### config.mk
export PLATFORM = sky130hd
export DESIGN_NAME = rfid_timer_arbiter_flat
export DESIGN_NICKNAME = d
export VERILOG_FILES = /design/src/rtl/rfid_timing_pkg.sv /design/src/rtl/rfid_timer_arbiter_if.sv /design/src/rtl/rfid_rr_pick.sv /design/src/rtl/rfid_timer_arbiter.sv /design/src/flat_wrapper.sv
export SDC_FILE = /design/constraint.sdc
export NUM_CORES = 1
export LEC_CHECK = 0
export CAP_MARGIN = 20
export CORE_MARGIN = 2
export CORE_UTILIZATION = 45
export DETAILED_ROUTE_END_ITERATION = 10
export GPL_TIMING_DRIVEN = 0
export PLACE_DENSITY = 0.8
export SYNTH_ARGS = -nofsm -noshare
export SYNTH_HDL_FRONTEND = slang
export SYNTH_SLANG_ARGS = --single-unit
### constraint.sdc
create_clock -name clk -period 2.9 [get_ports clk]
set_input_delay 0.435 -clock clk [delete_from_list [all_inputs] [get_ports clk]]
set_output_delay 0.435 -clock clk [all_outputs]
set_load 0.05 [all_outputs]
### src/rtl/rfid_timing_pkg.sv
`default_nettype none
// ============================================================================
// Module      : rfid_timing_pkg
// Description : Shared timing definitions for the tag interval arbiter:
//               counter width, saturation value, arbiter state encoding and
//               the standard interval counts loaded by the requesters.
// Revision    : 1.0 - initial release
// ============================================================================
package rfid_timing_pkg;

   // Width of the shared interval counter and of every requester limit.
   localparam int c_CNT_W   = 16;

   // The external counter stops at this value; its overflow flag is count > c_SAT_MAX-1.
   localparam int c_SAT_MAX = 2501;

   // Arbiter sequencing states.
   typedef enum logic [1:0] {
      ST_IDLE = 2'd0,
      ST_RUN  = 2'd1,
      ST_DONE = 2'd2
   } arb_state_t;

   // Standard tag intervals, in clk cycles, loaded by the requesters.
   localparam logic [c_CNT_W-1:0] c_T1_CNT         = 16'd64;
   localparam logic [c_CNT_W-1:0] c_T2_CNT         = 16'd60;
   localparam logic [c_CNT_W-1:0] c_RX_TIMEOUT_CNT = 16'd2400;

endpackage
`default_nettype wire

### src/rtl/rfid_timer_arbiter_if.sv
`default_nettype none
// ============================================================================
// Module      : rfid_timer_arbiter_if
// Description : Requester-side bundle of the interval arbiter: level requests,
//               packed limits, one-hot grant, done pulses and busy flag.
// Revision    : 1.0 - initial release
// ============================================================================
interface rfid_timer_arbiter_if
   import rfid_timing_pkg::*;
#(
   parameter int NREQ  = 3,
   parameter int CNT_W = c_CNT_W
);
   logic [NREQ-1:0]       req;
   logic [NREQ*CNT_W-1:0] req_limit;
   logic [NREQ-1:0]       grant;
   logic [NREQ-1:0]       done;
   logic                  busy;

   // Requester side drives requests and limits.
   modport master (
      output req,
      output req_limit,
      input  grant,
      input  done,
      input  busy
   );

   // Arbiter side answers with grant, done and busy.
   modport slave (
      input  req,
      input  req_limit,
      output grant,
      output done,
      output busy
   );
endinterface
`default_nettype wire

### src/rtl/rfid_rr_pick.sv
`default_nettype none
// ============================================================================
// Module      : rfid_rr_pick
// Description : Combinational round-robin picker. Selects the first active
//               request at or after position last+1 (modulo NREQ).
// Revision    : 1.0 - initial release
// ============================================================================
module rfid_rr_pick #(
   parameter int NREQ = 3
) (
   input  logic [NREQ-1:0]         i_req,
   input  logic [$clog2(NREQ)-1:0] i_last,
   output logic [NREQ-1:0]         o_grant,
   output logic [$clog2(NREQ)-1:0] o_idx,
   output logic                    o_valid
);
   localparam int c_IDX_W = $clog2(NREQ);

   // Walk the positions in rotating priority order; the first hit wins.
   always_comb begin
      o_grant = '0;
      o_idx   = '0;
      o_valid = 1'b0;
      for (int k = 1; k <= NREQ; k++) begin
         for (int m = 0; m < NREQ; m++) begin
            if (!o_valid && (m == ((int'(i_last) + k) % NREQ)) && i_req[m]) begin
               o_valid    = 1'b1;
               o_grant[m] = 1'b1;
               o_idx      = c_IDX_W'(m);
            end
         end
      end
   end
endmodule
`default_nettype wire

### src/rtl/rfid_timer_arbiter.sv
`default_nettype none
// ============================================================================
// Module      : rfid_timer_arbiter
// Description : Shares one external saturating interval counter among NREQ
//               requesters. Round-robin arbitration, limit latch with clamp,
//               counter reset/enable sequencing and a one-cycle done pulse.
//               Every output is taken straight from a flop so ctr_reset is
//               glitch-free for the counter's asynchronous reset.
// Revision    : 1.0 - initial release
// ============================================================================
module rfid_timer_arbiter
   import rfid_timing_pkg::*;
#(
   parameter int NREQ    = 3,
   parameter int CNT_W   = c_CNT_W,
   parameter int SAT_MAX = c_SAT_MAX
) (
   input  logic                 clk,
   input  logic                 reset,
   rfid_timer_arbiter_if.slave  bus,
   output logic                 ctr_reset,
   output logic                 ctr_enable,
   input  logic [CNT_W-1:0]     ctr_count,
   input  logic                 ctr_overflow
);
   localparam int                   c_IDX_W     = $clog2(NREQ);
   localparam logic [c_IDX_W-1:0]   c_LAST_RST  = c_IDX_W'(NREQ - 1);
   localparam logic [CNT_W-1:0]     c_SAT_LIMIT = CNT_W'(SAT_MAX);

   arb_state_t          r_state;
   arb_state_t          w_state_nxt;
   logic [c_IDX_W-1:0]  r_last;
   logic [c_IDX_W-1:0]  w_last_nxt;
   logic [c_IDX_W-1:0]  r_gidx;
   logic [c_IDX_W-1:0]  w_gidx_nxt;
   logic [CNT_W-1:0]    r_limit;
   logic [CNT_W-1:0]    w_limit_nxt;
   logic [NREQ-1:0]     r_grant;
   logic [NREQ-1:0]     w_grant_nxt;
   logic [NREQ-1:0]     r_done;
   logic [NREQ-1:0]     w_done_nxt;
   logic                r_busy;
   logic                w_busy_nxt;
   logic                r_ctr_reset;
   logic                w_ctr_reset_nxt;
   logic                r_ctr_enable;
   logic                w_ctr_enable_nxt;

   logic [NREQ-1:0]     w_pick_grant;
   logic [c_IDX_W-1:0]  w_pick_idx;
   logic                w_pick_valid;
   logic [CNT_W-1:0]    w_limits [NREQ];
   logic [CNT_W-1:0]    w_limit_sel;
   logic [CNT_W-1:0]    w_limit_clamped;
   logic                w_expired;
   logic                w_req_held;

   rfid_rr_pick #(
      .NREQ    (NREQ)
   ) u_pick (
      .i_req   (bus.req),
      .i_last  (r_last),
      .o_grant (w_pick_grant),
      .o_idx   (w_pick_idx),
      .o_valid (w_pick_valid)
   );

   generate
      for (genvar i = 0; i < NREQ; i++) begin : g_limit_slice
         assign w_limits[i] = bus.req_limit[i*CNT_W +: CNT_W];
      end
   endgenerate

   // Limits beyond the saturation point could never be reached, so clamp them.
   assign w_limit_sel     = w_limits[w_pick_idx];
   assign w_limit_clamped = (w_limit_sel > c_SAT_LIMIT) ? c_SAT_LIMIT : w_limit_sel;
   assign w_expired       = (ctr_count >= r_limit) || ctr_overflow;
   assign w_req_held      = bus.req[r_gidx];

   assign bus.grant  = r_grant;
   assign bus.done   = r_done;
   assign bus.busy   = r_busy;
   assign ctr_reset  = r_ctr_reset;
   assign ctr_enable = r_ctr_enable;

   // State and output registers; reset holds the counter cleared.
   always_ff @(posedge clk or posedge reset) begin
      if (reset) begin
         r_state      <= ST_IDLE;
         r_last       <= c_LAST_RST;
         r_gidx       <= '0;
         r_limit      <= '0;
         r_grant      <= '0;
         r_done       <= '0;
         r_busy       <= 1'b0;
         r_ctr_reset  <= 1'b1;
         r_ctr_enable <= 1'b0;
      end else begin
         r_state      <= w_state_nxt;
         r_last       <= w_last_nxt;
         r_gidx       <= w_gidx_nxt;
         r_limit      <= w_limit_nxt;
         r_grant      <= w_grant_nxt;
         r_done       <= w_done_nxt;
         r_busy       <= w_busy_nxt;
         r_ctr_reset  <= w_ctr_reset_nxt;
         r_ctr_enable <= w_ctr_enable_nxt;
      end
   end

   // Next state and next registered outputs; expiry beats a dropped request.
   always_comb begin
      w_state_nxt      = r_state;
      w_last_nxt       = r_last;
      w_gidx_nxt       = r_gidx;
      w_limit_nxt      = r_limit;
      w_grant_nxt      = r_grant;
      w_done_nxt       = '0;
      w_busy_nxt       = r_busy;
      w_ctr_reset_nxt  = r_ctr_reset;
      w_ctr_enable_nxt = r_ctr_enable;
      case (r_state)
         ST_IDLE: begin
            w_grant_nxt      = '0;
            w_busy_nxt       = 1'b0;
            w_ctr_reset_nxt  = 1'b1;
            w_ctr_enable_nxt = 1'b0;
            if (w_pick_valid) begin
               w_state_nxt      = ST_RUN;
               w_gidx_nxt       = w_pick_idx;
               w_limit_nxt      = w_limit_clamped;
               w_grant_nxt      = w_pick_grant;
               w_busy_nxt       = 1'b1;
               w_ctr_reset_nxt  = 1'b0;
               w_ctr_enable_nxt = 1'b1;
            end
         end
         ST_RUN: begin
            if (w_expired) begin
               w_state_nxt      = ST_DONE;
               w_done_nxt       = r_grant;
               w_ctr_reset_nxt  = 1'b1;
               w_ctr_enable_nxt = 1'b0;
            end else if (!w_req_held) begin
               w_state_nxt      = ST_IDLE;
               w_grant_nxt      = '0;
               w_busy_nxt       = 1'b0;
               w_ctr_reset_nxt  = 1'b1;
               w_ctr_enable_nxt = 1'b0;
            end
         end
         ST_DONE: begin
            w_state_nxt      = ST_IDLE;
            w_last_nxt       = r_gidx;
            w_grant_nxt      = '0;
            w_busy_nxt       = 1'b0;
            w_ctr_reset_nxt  = 1'b1;
            w_ctr_enable_nxt = 1'b0;
         end
         default: begin
            w_state_nxt      = ST_IDLE;
            w_grant_nxt      = '0;
            w_busy_nxt       = 1'b0;
            w_ctr_reset_nxt  = 1'b1;
            w_ctr_enable_nxt = 1'b0;
         end
      endcase
   end
endmodule
`default_nettype wire

### src/flat_wrapper.sv
// flat-port wrapper written by rule: the top's interface ports become plain ports
module rfid_timer_arbiter_flat import rfid_timing_pkg::*;
#(
   parameter int NREQ    = 3,
   parameter int CNT_W   = c_CNT_W,
   parameter int SAT_MAX = c_SAT_MAX
)
  (clk, reset, ctr_reset, ctr_enable, ctr_count, ctr_overflow, bus_req, bus_req_limit, bus_grant, bus_done, bus_busy);
  rfid_timer_arbiter_if #(.NREQ(NREQ), .CNT_W(CNT_W)) bus_i ();
  input  logic clk;
  input  logic reset;
  output logic ctr_reset;
  output logic ctr_enable;
  input  logic [CNT_W-1:0] ctr_count;
  input  logic ctr_overflow;
  input wire logic [$bits(bus_i.req)-1:0] bus_req;
  input wire logic [$bits(bus_i.req_limit)-1:0] bus_req_limit;
  output wire logic [$bits(bus_i.grant)-1:0] bus_grant;
  output wire logic [$bits(bus_i.done)-1:0] bus_done;
  output wire logic [$bits(bus_i.busy)-1:0] bus_busy;
  assign bus_i.req = bus_req;
  assign bus_i.req_limit = bus_req_limit;
  assign bus_grant = bus_i.grant;
  assign bus_done = bus_i.done;
  assign bus_busy = bus_i.busy;
  rfid_timer_arbiter #(.NREQ(NREQ), .CNT_W(CNT_W), .SAT_MAX(SAT_MAX)) u_core (.clk(clk), .reset(reset), .bus(bus_i), .ctr_reset(ctr_reset), .ctr_enable(ctr_enable), .ctr_count(ctr_count), .ctr_overflow(ctr_overflow));
endmodule
==> results by group <==
STA
  – Hold Slack: 447.0 ps
  – Pins Over Slew Limit: 0
  – Fmax achieved: roughly 360 MHz
  – # setup viols final: 0
  – Final Worst Setup Slack: roughly 100 ps
  – Final period utilization: around 97%
  – Worst Tran Pin Value: around 550 ps
  – Clock skew: ~5.2 ps
  – Slew HR: 62.09%
  – Min Tclk post-route: around 2800 ps
  – Endpoints failing hold: 0

Global route
  – Global route overflow: 0
  – Largest net degree at the start of global routing: 25
  – First-pass GRT wire length: ~9000 um
  – Initial antenna violation count: 0
  – Global-route usage over all layers: a little over a fifth
  – Vias in the first global route: between 2,000 and 2,500

Min path
  – HP Class: in2async

Place
  – IO Port Bufs: 77
  – HPWL after DPL: 4463 um
  – RD Place Congestion: approximately 0.86
  – Placed Area: 0.003083 mm^2
  – Place WS: -251.8 ps

Die
  – Initial Util: 46.60%
  – IO Pins: 79
  – Die Area: roughly 0.0055 mm^2
  – Die Wd: between 70 and 80 um
  – Die Height: roughly 74 um
  – Num rows: 25
  – Floorplan core area: approximately 0.0047 mm^2

Critical path
  – Crit. Startpoint: u_core.r_last[1]$_DFFE_PP1N_
  – WP data required: roughly 3000 ps
  – Worst r2r src: u_core.r_last[1]$_DFFE_PP1N_
  – WS Path Type: reg2reg
  – Critical path startpoint category: flip-flop
  – Worst-path fanout max: 8
  – Worst path arrival time: between 2000 and 3000 ps
  – Reg2Reg Depth: 9
  – Reg-to-reg slack, setup: around 100 ps
  – Critical Path End Type: flip-flop
  – Reg2Reg Capture Point: u_core.r_limit[1]$_DFFE_PP0P_

Cells and area
  – Reg area: about 800 um^2
  – Area of the multi-input gates: around 0.0013 mm^2
  – Commonest cells after routing, fill and taps aside: 76 x clkdlybuf4s50_1, 29 x dfrtp_1, 26 x inv_1
  – Antenna diodes: 0
  – Layout area overhead: 51.11%
  – Fill count: between 300 and 400
  – Design area: ~0.0033 mm^2
  – Share of cells above drive strength 1: around 15%
  – Most common cell after layout, fill and taps aside: clkdlybuf4s50_1
  – Final Util: 70.41%
  – Nets: about 420

Synth
  – Unique cell type count in the Yosys netlist: 50
  – Yosys reg bits: 31
  – Synth Instances: ~240
  – Seq/Total Area, Yosys: approximately 35%
  – Synth warn: 0
  – Post-Syn Area: 0.002201 mm^2
  – Syn Nets: about 330
  – Syn_area_per_cell: around 9 um^2

Detailed routing
  – DR WL/cell: 13.82 um
  – Iter 0 DRT Violations: slightly above 90
  – Post-Route WL: 5556 um
  – Vias per inst: between 5 and 6
  – Remaining antenna violation count after routing: 0
  – TritonRoute pass-1 iters: 4
  – DRC: 0
  – Vias: between 2,000 and 2,500

Clocking
  – Clock Tree Root: clkbuf_8
  – Clock Sinks: 31
  – CTS Buf Count: 5
  – Clock latency on the worst-skew pair: approximately 280 ps
  – CTS tree: built
  – Clock-pin slew on the worst setup and hold paths: about 60 ps
  – H-tree Lvls: 2
  – Longest Clk Path Bufs: 2
  – Cts hold-fix bufs: 0

Power and ir drop
  – Power per cell area: between 800 and 900 mW/mm^2
  – P_leak: about 1.4 nW
  – VDD IR-drop max: ~390 uV

Job
  – Max-cap violations: 0

Status
  – Outcome: complete, no violations
[sequential cells by signal, indices dropped and copies added (netlist names), 2 cells and up]
name	cells
u_core.r_gidx	2
u_core.r_state	2
u_core.r_limit	16
u_core.r_last	2
u_core.bus.done	3
u_core.bus.grant	3
[worst max-delay path by stage]
stage	end	slack, ps	cells after the start
after global routing	u_core.r_limit[1]$_DFFE_PP0P_	-5	13
final	u_core.r_limit[1]$_DFFE_PP0P_	100	9
after detailed placement	u_core.r_limit[1]$_DFFE_PP0P_	-250	9
after CTS	u_core.r_limit[1]$_DFFE_PP0P_	7	11
after global placement	u_core.r_limit[1]$_DFFE_PP0P_	-250	9
after floorplan	u_core.r_limit[1]$_DFFE_PP0P_	230	10
[metrics by stage]
stage / instances / power (W) / setup TNS, ps
2_1_floorplan: 238 / 0.001776 / 0
3_3_place_gp: 382 / 0.002180 / -1997
3_5_place_dp: 383 / 0.002232 / -2069
4_1_cts: 391 / 0.002703 / 0
5_1_grt: 402 / 0.003055 / -4.505
6_report: 402 / 0.002840 / 0
[repair_timing]
item,4_1_cts,5_1_grt
setup endpoints to repair,7,9
pin swaps,0,7
buffers inserted,0,11
gates resized for setup,3,13
[logic make-up (layout without fill, tap and decap cells)]
kind of cell               count (synthesis)  in the layout  share of synthesized area (%)
muxes                                     11             11                          5.173
buffers and inverters                     36            133                          6.821
DFF                                       31             31                          35.36
AOI/OAI and AO/OA                         81             81                          28.03
and+or+nand+nor                           61             61                          14.38
adders and majority gates                 18             18                          10.23
[metal layers]
| layer | wire [um] | up-vias | track usage, % |
|---|---|---|---|
| li1 | - | 1072 | - |
| met3 | 359 | 11 | 4.336 |
| met1 | 2562 | 952 | 29.00 |
| met5 | 0 | - | 0 |
| met2 | 2541 | 89 | 35.32 |
| met4 | 93 | 0 | 7.677 |
[where the power goes]
part | switching, W | internal (W)
sequential | 0.0000856 | 0.000595
combinational | 0.000960 | 0.000768
clock | 0.000154 | 0.000278
total | 0.00120 | 0.00164
[cell usage after synthesis (all sizes together)]
library cell / instances / share of area [%]
a22oi: 9 / 3.1
or4b: 1 / 0.63
a2111oi: 1 / 0.40
nand2: 18 / 3.1
o21ai: 20 / 4.5
or3b: 2 / 0.80
dfrtp: 29 / 33
buf: 7 / 1.9
a31o: 4 / 1.6
nand2b: 3 / 0.85
nand4: 1 / 0.28
o32ai: 2 / 0.80
a21bo: 1 / 0.45
or3: 1 / 0.28
mux2i: 8 / 3.6
clkbuf: 3 / 0.51
a21oi: 6 / 1.7
o21ba: 1 / 0.45
nor3: 4 / 0.91
a32o: 1 / 0.45
o22ai: 4 / 1.4
mux2: 3 / 1.5
and2: 2 / 0.57
o31ai: 1 / 0.34
ha: 18 / 10
or2: 1 / 0.28
a31oi: 1 / 0.97
nand3: 2 / 0.45
a21o: 7 / 2.4
a22o: 3 / 1.2
a41o: 1 / 0.45
a21boi: 1 / 0.85
nor2: 13 / 2.2
nor2b: 5 / 1.4
nor4: 4 / 1.1
a41oi: 1 / 0.40
inv: 26 / 4.4
or4: 3 / 1.0
dfstp: 2 / 2.4
a211oi: 7 / 3.0
and2b: 1 / 0.45
o21bai: 1 / 0.51
o211ai: 9 / 3.1
[critical path, cell delays in order, from the launching register on]
cell      delay (ps)
dfstp_2          550
ha_2             310
or2_1            270
a31oi_4          160
buf_6            140
nor2_1            40
or4b_4           550
a211oi_4         280
o22ai_4          140
a32o_1           250
[final cells by class]
type | instances | area share (%)
Tap cell | 67 | 2.521
Inverter | 26 | 2.935
Multi-Input combinational cell | 171 | 39.05
Clock inverter | 2 | 1.053
Clock buffer | 6 | 2.483
Sequential cell | 31 | 23.40
Timing Repair Buffer | 89 | 26.56
Buffer | 10 | 1.994
Note: power is estimated with default switching activity, not from simulation.
